===== src/rtl/spi_peripheral.sv =====
// ============================================================================
// spi_peripheral: write-only SPI mode-0 target loading five 8-bit PWM control registers.
// Rev 1.0
// ============================================================================
`default_nettype none

module spi_peripheral #(
  parameter int         SYNC_STAGES = 2,
  parameter logic [6:0] MAX_ADDR    = 7'h04
) (
  input  logic       clk,
  input  logic       rst_n,
  input  logic       sclk,
  input  logic       copi,
  input  logic       ncs,
  output logic [7:0] en_reg_out_7_0,
  output logic [7:0] en_reg_out_15_8,
  output logic [7:0] en_reg_pwm_7_0,
  output logic [7:0] en_reg_pwm_15_8,
  output logic [7:0] pwm_duty_cycle
);

  typedef enum logic [0:0] {
    IDLE  = 1'b0,
    SHIFT = 1'b1
  } state_t;

  state_t                 state_q, state_d;
  logic [SYNC_STAGES-1:0] sclk_sync_q, copi_sync_q, ncs_sync_q;
  logic                   sclk_hist_q, ncs_hist_q;
  logic [4:0]             cnt_q, cnt_d;
  logic                   ovf_q, ovf_d;
  logic [15:0]            shift_q, shift_d;
  logic                   commit;
  logic [7:0]             reg0_q, reg1_q, reg2_q, reg3_q, reg4_q;

  logic sclk_s, copi_s, ncs_s;
  logic sclk_rise, ncs_fall, ncs_rise;

  assign sclk_s    = sclk_sync_q[SYNC_STAGES-1];
  assign copi_s    = copi_sync_q[SYNC_STAGES-1];
  assign ncs_s     = ncs_sync_q[SYNC_STAGES-1];
  assign sclk_rise = sclk_s & ~sclk_hist_q;
  assign ncs_fall  = ~ncs_s & ncs_hist_q;
  assign ncs_rise  = ncs_s & ~ncs_hist_q;

  // Synchronizers reset to the bus idle levels so reset never fabricates an edge.
  always_ff @(posedge clk) begin
    if (!rst_n) begin
      sclk_sync_q <= '0;
      copi_sync_q <= '0;
      ncs_sync_q  <= '1;
      sclk_hist_q <= 1'b0;
      ncs_hist_q  <= 1'b1;
    end else begin
      sclk_sync_q <= {sclk_sync_q[SYNC_STAGES-2:0], sclk};
      copi_sync_q <= {copi_sync_q[SYNC_STAGES-2:0], copi};
      ncs_sync_q  <= {ncs_sync_q[SYNC_STAGES-2:0], ncs};
      sclk_hist_q <= sclk_s;
      ncs_hist_q  <= ncs_s;
    end
  end

  always_ff @(posedge clk) begin
    if (!rst_n) begin
      state_q <= IDLE;
      cnt_q   <= 5'd0;
      ovf_q   <= 1'b0;
      shift_q <= 16'h0000;
    end else begin
      state_q <= state_d;
      cnt_q   <= cnt_d;
      ovf_q   <= ovf_d;
      shift_q <= shift_d;
    end
  end

  always_comb begin
    state_d = state_q;
    cnt_d   = cnt_q;
    ovf_d   = ovf_q;
    shift_d = shift_q;
    commit  = 1'b0;
    unique case (state_q)
      IDLE: begin
        if (ncs_fall) begin
          state_d = SHIFT;
          cnt_d   = 5'd0;
          ovf_d   = 1'b0;
          shift_d = 16'h0000;
        end
      end
      SHIFT: begin
        if (ncs_rise) begin
          state_d = IDLE;
          commit  = (cnt_q == 5'd16) && !ovf_q && shift_q[15] &&
                    (shift_q[14:8] <= MAX_ADDR);
        end else if (sclk_rise) begin
          shift_d = {shift_q[14:0], copi_s};
          if (cnt_q == 5'd16) begin
            ovf_d = 1'b1;
          end else begin
            cnt_d = cnt_q + 5'd1;
          end
        end
      end
      default: state_d = IDLE;
    endcase
  end

  always_ff @(posedge clk) begin
    if (!rst_n) begin
      reg0_q <= 8'h00;
      reg1_q <= 8'h00;
      reg2_q <= 8'h00;
      reg3_q <= 8'h00;
      reg4_q <= 8'h00;
    end else if (commit) begin
      case (shift_q[14:8])
        7'h00:   reg0_q <= shift_q[7:0];
        7'h01:   reg1_q <= shift_q[7:0];
        7'h02:   reg2_q <= shift_q[7:0];
        7'h03:   reg3_q <= shift_q[7:0];
        7'h04:   reg4_q <= shift_q[7:0];
        default: ;
      endcase
    end
  end

  assign en_reg_out_7_0  = reg0_q;
  assign en_reg_out_15_8 = reg1_q;
  assign en_reg_pwm_7_0  = reg2_q;
  assign en_reg_pwm_15_8 = reg3_q;
  assign pwm_duty_cycle  = reg4_q;

endmodule

`default_nettype wire


===== config.mk =====
export PLATFORM = sky130hd
export DESIGN_NAME = spi_peripheral
export DESIGN_NICKNAME = d
export VERILOG_FILES = /design/src/rtl/spi_peripheral.sv
export SDC_FILE = /design/constraint.sdc
export NUM_CORES = 1
export LEC_CHECK = 0
export ABC_AREA = 1
export ABC_CLOCK_PERIOD_IN_PS = 1400
export CELL_PAD_IN_SITES_DETAIL_PLACEMENT = 0
export CELL_PAD_IN_SITES_GLOBAL_PLACEMENT = 1
export CORE_MARGIN = 1
export CORE_UTILIZATION = 35
export DETAILED_ROUTE_END_ITERATION = 7
export PLACE_DENSITY = 0.83
export SLEW_MARGIN = 10
export SYNTH_ARGS = -nofsm -noshare
export SYNTH_HDL_FRONTEND = slang
export SYNTH_SLANG_ARGS = --single-unit
export TNS_END_PERCENT = 30

===== constraint.sdc =====
create_clock -name clk -period 1.4 [get_ports clk]
set_clock_uncertainty 0.15 [all_clocks]
set_input_delay 0.28 -clock clk [delete_from_list [all_inputs] [get_ports clk]]
set_output_delay 0.28 -clock clk [all_outputs]
set_load 0.03 [all_outputs]

# Yosys cells after proc, flatten, opt, wreduce, memory -nomap -nowiden
# Index checks and enable logic that the tools add are counted.
word_totals:
  ff_bits: 71
  latch_bits: 0
  mem_bits_rw: 0
  rom_bits: 0
  input_bits: 5
  out_inout_bits: 40
  word_cells: 65
  memories: 0
op_classes:
  n_addsub: 1
  n_mul: 0
  div: 0
  magnitude_cmp: 1
  eq_ne: 10
  shift: 0
  mux: 19
  bitwise: 7
  reduce_logical: 13
op_table:
  columns: ["op", "count"]
  rows:
  - ["$mux W16", 3]
  - ["$pmux W16 S2", 1]
  - ["$mux W5", 4]
  - ["$eq A7 B2 Y1 const B", 2]
  - ["$pmux W5 S2", 1]
  - ["$reduce_and A2 Y1", 5]
  - ["$mux W1", 8]
  - ["$reduce_and A4 Y1", 2]
  - ["$eq A7 B1 Y1 const B", 1]
  - ["$eq A7 B3 Y1 const B", 1]
  - ["$le A7 B3 Y1 const B", 1]
  - ["$logic_not A7 Y1", 1]
  - ["$ne A2 B2 Y1 const B", 3]
  - ["$add A5 B1 Y5 const B", 1]
  - ["$eq A5 B5 Y1 const B", 1]
  - ["$ne A2 B1 Y1 const B", 2]
  - ["$not A1 Y1", 4]
  - ["$pmux W1 S2", 2]
  - ["$and A1 B1 Y1", 3]
  - ["$logic_and A1 B1 Y1", 3]
  - ["$reduce_and A3 Y1", 1]
  - ["$logic_not A1 Y1", 1]

# Depth between registers and ports, before layout
depth:
  word_depth: 7
  mapped_depth: 12
  ltp_nobuf: 12

# Least setup slack after synthesis
# OpenSTA, ideal clock, no wires.
synth_path:
  path_type: "register to register"
  from: "register cnt_q[0]"
  to: "register reg0_q[5], in the netlist en_reg_out_7_0[5]"
  setup_ns: 0.131
  arrival_ns: 1.306
  t_required_ns: 1.119
  setup_slack_ns: -0.187
  stages_incl_launch_ff: 11
  path_buffers: 1
  synth_period_minus_slack_ns: 1.587
  path_cell_list: "dfxtp_1 > inv_1 > ha_1 > nand2_1 > inv_1 > nand2_1 > nor2_4 > nand3_2 > buf_6 > nor2_1 > nor3b_2"
synth_between:
  elab_chain_len: 7
synth_lines:
  columns: ["item", "line", "rtl"]
  rows:
  - ["from (decl)", "31", "logic [4:0] cnt_q, cnt_d;"]
  - ["from (signal assigned)", "72", "cnt_q <= cnt_d;"]
  - ["$eq A5 B5 Y1", "96", "commit = (cnt_q == 5'd16) && !ovf_q && shift_q[15] &&"]
  - ["$logic_and A1 B1 Y1 (3 in a row)", "96", null]
  - ["$mux W1", "94", "if (ncs_rise) begin"]
  - ["$mux W1", "84", "unique case (state_q)"]
  - ["$reduce_and A2 Y1 (no source line)", null, null]
  - ["to (signal assigned)", "120", "7'h00: reg0_q <= shift_q[7:0];"]
  - ["to (decl)", "35", "logic [7:0] reg0_q, reg1_q, reg2_q, reg3_q, reg4_q;"]
# Every way passes these cells.
# A chain may end at the register's enable or synchronous reset.

# Final worst setup path
layout_path:
  from: "register cnt_q[1]"
  to: "register reg0_q[4], in the netlist en_reg_out_7_0[4]"
# The elaborated chain is that of the path after synthesis.

==> summary.md <==
| Metric | Value |
|---|---|
| Initial cell density of the core | 0.3647 |
| Total I/O pin count | 45 |
| Number of vias per cell after detailed routing | 4.512 |
| DR pass1 iterations | 6 |
| CTS H-Tree Depth | 3 |
| Clk slew on worst S/H paths | 0.07 ns |
| Height of the die | 94.76 um |
| Final Hold Violating Endpoints | 0 |
| Relative slew margins | 0.6889 |
| Cell count after synthesis | 425 |
| Initial antenna violation count | 0 |
| Min-Delay Path Class | reg -> reg |
| Power spent charging and discharging nets | a little over 0.0009 W |
| Total nets after synthesis | 432 |
| Sequential cell area fraction in the yosys report | 0.4720 |
| Final non-filler cell total | 613 |
| Critical hold path startpoint | sclk_sync_q[0] |
| Dominant cell type by area after synthesis | sky130_fd_sc_hd__dfxtp_1 |
| Total Neg Setup Slack | -4.939 ns |
| Number of buffer cells added on primary ports | 44 |
| CTS tree | done |
| Area of all sequential standard cells | 1428 um2 |
| First-pass GRT wire length | 12140 um |
| Timing-limited maximum frequency | 621.2 MHz |
| Core Rows | 33 |
| Grt total ovfl | 0 |
| Clock network fraction of design power | 0.436 |
| Ant. Diodes | 0 |
| Simple-gate share of the synthesized area | 0.3423 |
| Cell chain of the critical path | inv_2, ha_4, nand2_2, inv_2, nand2_4, nor2_4, buf_12, nand3_4, nand2_2, nor3b_4 |
| Worst slack at placement | -0.2755 ns |
| Area share of the largest cell type after synthesis | 0.4720 |
| Critical path required time | 1.51 ns |
| Synth Area in Compound Gates | 0.05401 |
| Total of max-cap violations | 0 |
| Power share of the sequential group | 0.505 |
| Vias in the first global route | 2603 |
| Slowest cell on the critical path | sky130_fd_sc_hd__dfxtp_2 |
| Post-detailed-placement half-perimeter wirelength | slightly below 5000 um |
| Post-synthesis adder-cell area fraction | 0.008309 |
| Result of the run | finished, violations left |
| Combinational group share of total power | 0.059 |
| Placed instance area | 3711 um2 |
| Largest net degree at the start of global routing | 19 |
| Setup repair after global routing missed its margin | true |
| Worst Path Max Fanout | 8 |
| Count of endpoints failing setup in the final report | 47 |
| Worst-case clock buffer depth | 2 |
| Share of post-route cells with drive strength above 1 | 0.3268 |
| Cell internal power dissipation | 0.003125 W |
| Via Count | 2766 |
| Average detailed-routed wire length per instance | 12.21 um |
| Main combinational cell family by area after synthesis | simple AND/OR/NAND/NOR gates |
| Number of nets in the layout | between 500 and 600 |
| Final count of pins violating max slew | 0 |
| Setup Crit Path Kind | reg -> reg |
| Detailed-route wire length | 7486 um |
| Utilization after layout | 0.5129 |
| Leading post-synthesis cells by cell area | sky130_fd_sc_hd__dfxtp_1, sky130_fd_sc_hd__nand2_1, sky130_fd_sc_hd__nor2_1, sky130_fd_sc_hd__inv_1, sky130_fd_sc_hd__a21oi_1 |
| Crit path launch type | flop |
| Xor/xnor share of the synthesized area | 0.008725 |
| Area growth from synthesis to final layout | 40.63% |
| Clock tree root driver cell | sky130_fd_sc_hd__clkbuf_8 |
| Crit-path max cell delay | 0.32 ns |
| Number of warning messages in the yosys log | 0 |
| Worst setup path startpoint | cnt_q[1] |
| Count of state elements after synthesis | 71 |
| Final critical delay including setup and external delays | 1.610 ns |
| Kind of end point of the critical path | flop |
| Count of different cell masters after synthesis | 30 |
| Routed Antenna Nets | 0 |
| Global routing usage summed across all routing layers | 0.1796 |
| Switching share of power | 0.2282 |
| Clock sink total | 71 |
| Die area | 8979 um2 |
| Multiplexer fraction of the synthesized cell area | 0 |
| LEAKAGE | 2.080 nW |
| Final RePlAce weighted congestion | 0.8617 |
| Max rail drop VDD | 0.4678 mV |
| Total CTS buffers | 9 |
| Floorplan die width | 94.76 um |
| Final period utilization | 1.150 |
| Violations in the final reports | setup timing |
| Insertion delay to the later sink of the worst-skew pair | 0.35 ns |
| Multi-input logic area | 1511 um2 |
| Power per standard cell area | around 960 nW/um2 |
| Post-Syn Area per Cell | 7.086 um2 |
| Std-Cell Core Area | 8258 um2 |
| Final worst slack | -0.2098 ns |
| Number of remaining DRC errors | 0 |
| Starting DRC count in detailed routing | between 80 and 90 |
| Placed instance count | 591 |
| Reg-to-reg startpoint | cnt_q[1] |
| Data arrival, critical path | 1.72 ns |
| Post-synth design cell area | between 3000 and 4000 um2 |
| Final non-filler cell area | between 4000 and 5000 um2 |
| Number of fill cells in the layout | 817 |
| Worst-margin pin slew | 0.4661 ns |
power groups by stage:
stage                     Sequential, W  Clock (W)  Combinational, W
final                           0.00205    0.00177          0.000237
after global routing            0.00205    0.00189          0.000256
after CTS                       0.00205    0.00182          0.000225
after detailed placement        0.00209          0          0.000198
after global placement          0.00209          0          0.000196
after floorplan                 0.00209          0          0.000110
metrics by stage:
step,power [W],hold WS (ns)
CTS,0.004093,0.2712
finish,0.004050,0.2682
floorplan,0.002198,0.2276
global placement,0.002287,0.2488
detailed placement,0.002290,0.2544
global route,0.004194,0.2970
critical path, delay by kind of cell (launching register included):
kind,cells,cell delay (ns)
adder cells (fa/ha/maj),1,0.13
buffers and inverters,3,0.28
flip-flops,1,0.32
AND/OR/NAND/NOR,6,0.64
routing by layer:
layer	track usage	up-vias	wire [um]	share of wire
li1	-	1445	-	-
met1	0.2182	1259	3459	0.46
met2	0.3022	49	3611	0.48
met3	0.03140	13	251	0.034
met4	0.09217	0	163	0.022
met5	0	-	0	0
Yosys cell counts, drive strengths merged:
cell type / n
clkbuf: 8
nor3: 2
xnor2: 1
or2: 3
nand2: 110
ha: 2
xor2: 2
nand3b: 1
nor2: 82
a21oi: 22
nand3: 22
dfxtp: 71
inv: 69
nand4: 5
o31ai: 1
nor3b: 8
o21ai: 9
buf: 7
placed cells by master, fill, tap and decap left out, types with 2 or more instances in the layout:
master,count
sky130_fd_sc_hd__buf_4,68
sky130_fd_sc_hd__dfxtp_2,5
sky130_fd_sc_hd__clkbuf_8,9
sky130_fd_sc_hd__nand3_1,19
sky130_fd_sc_hd__nand2_1,98
sky130_fd_sc_hd__xor2_1,2
sky130_fd_sc_hd__nand3_2,2
sky130_fd_sc_hd__nand2_2,10
sky130_fd_sc_hd__clkinv_2,2
sky130_fd_sc_hd__buf_12,5
sky130_fd_sc_hd__a21oi_2,5
sky130_fd_sc_hd__o21ai_1,5
sky130_fd_sc_hd__inv_2,6
sky130_fd_sc_hd__clkdlybuf4s50_1,4
sky130_fd_sc_hd__nand3b_4,2
sky130_fd_sc_hd__bufinv_16,2
sky130_fd_sc_hd__a21oi_1,17
sky130_fd_sc_hd__nand2_4,2
sky130_fd_sc_hd__o21ai_2,4
sky130_fd_sc_hd__nand4_4,2
sky130_fd_sc_hd__dfxtp_1,66
sky130_fd_sc_hd__nand3_4,2
sky130_fd_sc_hd__nand4_1,3
sky130_fd_sc_hd__or2_2,2
sky130_fd_sc_hd__nor2_1,62
sky130_fd_sc_hd__nor2_2,12
sky130_fd_sc_hd__inv_1,62
sky130_fd_sc_hd__nor2_4,8
sky130_fd_sc_hd__buf_6,3
sky130_fd_sc_hd__nor3b_2,7
cell type report:
| cell class | instances | area share |
|---|---|---|
| timing repair buffer | 80 | 0.1616 |
| inverter | 69 | 0.06233 |
| clock buffer | 9 | 0.02925 |
| sequential | 71 | 0.3371 |
| timing repair inverter | 1 | 0.001477 |
| clock inverter | 6 | 0.02038 |
| tap | 105 | 0.03102 |
| multi-input combinational | 272 | 0.3569 |
cells by family (layout without fill, tap and decap cells):
family                   count (synthesis)  count (layout)
AO/OA/AOI/OAI                           32              32
XOR/XNOR                                 3               3
adder cells (fa/ha/maj)                  2               2
buffers and inverters                   84             165
flip-flops                              71              71
AND/OR/NAND/NOR                        233             235
what timing repair did:
action | CTS | global route
pin swaps | 9 | 8
hold buffers | 0 | 0
gates cloned | 3 | 0
buffers inserted | 4 | 0
resized for setup | 41 | 29
endpoints found under the setup margin | 62 | 62
final timing paths:
| check | to | slack (ns) | depth (start not counted) |
|---|---|---|---|
| min | sclk_sync_q[1] | 0.27 | 2 |
| max reg2reg | en_reg_out_7_0[4] | -0.21 | 10 |
| min reg2reg | sclk_sync_q[1] | 0.27 | 2 |
| max | en_reg_out_7_0[4] | -0.21 | 10 |
state kept, by name (all words and copies together) (netlist names), 2 cells and up:
signal / flops
shift_q: 16
en_reg_out_15_8: 8
en_reg_out_7_0: 8
en_reg_pwm_15_8: 8
en_reg_pwm_7_0: 8
pwm_duty_cycle: 8
cnt_q: 5
copi_sync_q: 2
ncs_sync_q: 2
sclk_sync_q: 2
No activity file was read; power rests on OpenSTA's default activity.
==> RTL edit (same settings) <==
Change the parameter `SYNC_STAGES` from 2 to 4.
--- a/src/rtl/spi_peripheral.sv
+++ b/src/rtl/spi_peripheral.sv
@@ -7,3 +7,3 @@
 module spi_peripheral #(
-  parameter int         SYNC_STAGES = 2,
+  parameter int         SYNC_STAGES = 4,
   parameter logic [6:0] MAX_ADDR    = 7'h04
Formal check against the unedited RTL: same outputs for any inputs over 10 cycles, from zero or initial values and one cycle with rst_n low; that may be too few to reach the edited logic, so the function may still have changed.
==> RTL edit against the original RTL <==
- the run still ends with negative setup slack left
- sequential share of layout area increased by 1.2 points
- design area up 4.6%
- synthesized cell count shrank 3.3%
- routed wire length hardly changed
- setup slack better by 0.0016 ns
- synthesized area rose by 3.7%
- sequential cell count increased by 6
- highest routed layer unchanged
- power is 2.0% higher
==> RTL edit: results (changes against the original RTL) <==
number of setup violations in the final report 62 (+32%); filler cell count 841 (+2.9%); Synth Area in Compound Gates 6.253% (+0.85 points); Post-Synth XOR/XNOR Area 0% (-0.87 points); leakage 2.057 nW (-1.1%); H-tree depth 3 (unchanged); initial DRC count 85 (-2.3%); Post-Syn Nets 418 (-3.2%); Placer Congestion 0.7482 (-13%); Via density 4.644 (+2.9%); FFs w/ async S/R, synth 0% (unchanged); synth cell count leaders nor2_1, dfxtp_1, nand2_1; # port buffers 44 (unchanged); outcome finished with violations; Root Driver clkbuf_8; initial antenna violation count 0 (unchanged); failing checks negative setup slack; Max Fclk 0.6218 GHz (about the same); CP max-delay cell dfxtp_2; Post-Synth Adder-Cell Area 0.8016% (-0.029 points); post-synthesis mux area share 0% (unchanged); crit path DAT 1.71 ns; Antenna Cells 0 (unchanged); final wirelength 7490 um (about the same); YS warnings 0 (unchanged); largest net degree at the start of global routing 23 (+4); maximum VDD drop 0.5765 mV (+23%); worst stage delay on the critical path 0.33 ns; Cell Area, Placed 4000 um2 (+7.8%); Synth cell types 26 (-13%); Worst-Skew Late Latency 0.35 ns (about the same); met2 Resource Use GR 29.28% (-0.93 points); first-pass GRT wire length 11,700 um (-3.6%); crit path max fanout 8 (unchanged); detailed placer's ending HPWL 5128 um (+3.8%); worst rel slew slack 74.07% (+5.2 points); CTS clk-pin slew, worst paths 0.08 ns; Max Root-Sink Buffers 2 (unchanged); vias in the first global route 2,636 (+1.3%); Top Family by Delay on Critical Path simple AND/OR/NAND/NOR gates; Seq/Total Area, Yosys 49.38% (+2.2 points); met1 usage 19.43% (-2.4 points); GR Util All Layers 16.74% (-1.2 points); final net count 515 (+0.78%); ratio of cells with drive above 1 in the final layout 32.94% (+0.27 points); min-delay worst type reg2reg; TritonCTS Buffers 9 (unchanged); largest reg by FF count shift_q; dominant synthesized flop cell dfxtp_1; met3 usage 4.304% (+1.2 points); top post-synthesis cells by area dfxtp_1, nor2_1, nand2_1, inv_1, nand3_1; DRT Pass-1 Iters 4 (-2); Worst Slack Setup Final -0.2082 ns (+0.001591 ns); max reg flops 16 (unchanged)
-- RTL edit: metal layers --
| metal | routed length (um) | vias to the layer above | part of all wire, % |
|---|---|---|---|
| met5 | 0 | - | 0 |
| met4 | 128 | 0 | 1.7 |
| met3 | 281 | 12 | 3.8 |
| met2 | 3662 | 50 | 49 |
| met1 | 3417 | 1327 | 46 |
| li1 | - | 1495 | - |
-- RTL edit: path summary, 6_finish.rpt --
path / from / cells after the start / slack, ns / end
max: cnt_q[1] / 11 / -0.21 / en_reg_out_15_8[5]
min: sclk_sync_q[1] / 2 / 0.27 / sclk_sync_q[2]
max reg2reg: cnt_q[1] / 11 / -0.21 / en_reg_out_15_8[5]
min reg2reg: sclk_sync_q[1] / 2 / 0.27 / sclk_sync_q[2]
-- RTL edit: report_power, final --
part	internal (W)	total, W	switching, W
clock network	0.000940	0.00179	0.000850
logic	0.0000599	0.000138	0.0000783
registers	0.00220	0.00220	0.00000377
total	0.00320	0.00413	0.000932
-- RTL edit: what timing repair did --
action,4_1_cts,5_1_grt
pin swaps,17,13
gates cloned,1,1
buffers inserted,1,3
gates resized for setup,16,28
setup endpoints to repair,59,62
endpoints found under the hold margin,0,0
-- RTL edit: final cells by class --
class / instances / area, um2 / area share (%)
flip-flops and latches: 77 / 1545 / 34.89
clock inverters: 5 / 63.81 / 1.441
clock buffers: 11 / 151.4 / 3.418
multi-input cells: 274 / 1489 / 33.62
repair buffers: 100 / 867.1 / 19.58
inverters: 46 / 177.7 / 4.011
well taps: 108 / 135.1 / 3.051
-- RTL edit: stage by stage --
| step | power (W) | worst slack, ns | TNS (ns) | hold slack, ns | std cells |
|---|---|---|---|---|---|
| 6_report | 0.004132 | -0.2082 | -8.023 | 0.2681 | 621 |
| 5_1_grt | 0.004284 | -0.3049 | -14.33 | 0.2851 | 621 |
| 4_1_cts | 0.004188 | -0.2055 | -7.243 | 0.2731 | 617 |
| 3_5_place_dp | 0.002387 | -0.2370 | -11.62 | 0.2519 | 599 |
| 3_3_place_gp | 0.002386 | -0.1947 | -10.38 | 0.2447 | 599 |
| 2_1_floorplan | 0.002324 | -0.1697 | -4.219 | 0.2276 | 411 |
-- RTL edit: logic make-up after synthesis --
kind of cell | count (synthesis)
AO/OA/AOI/OAI | 39
adder cells (fa/ha/maj) | 2
buffers and inverters | 61
flip-flops | 77
AND/OR/NAND/NOR | 232
-- RTL edit: worst register-to-register path: cells and delay by family (launching register included) --
family | cells | cell delay (ns)
fa+ha+maj | 1 | 0.14
simple gates | 7 | 0.66
buf+inv | 3 | 0.24
flops | 1 | 0.33
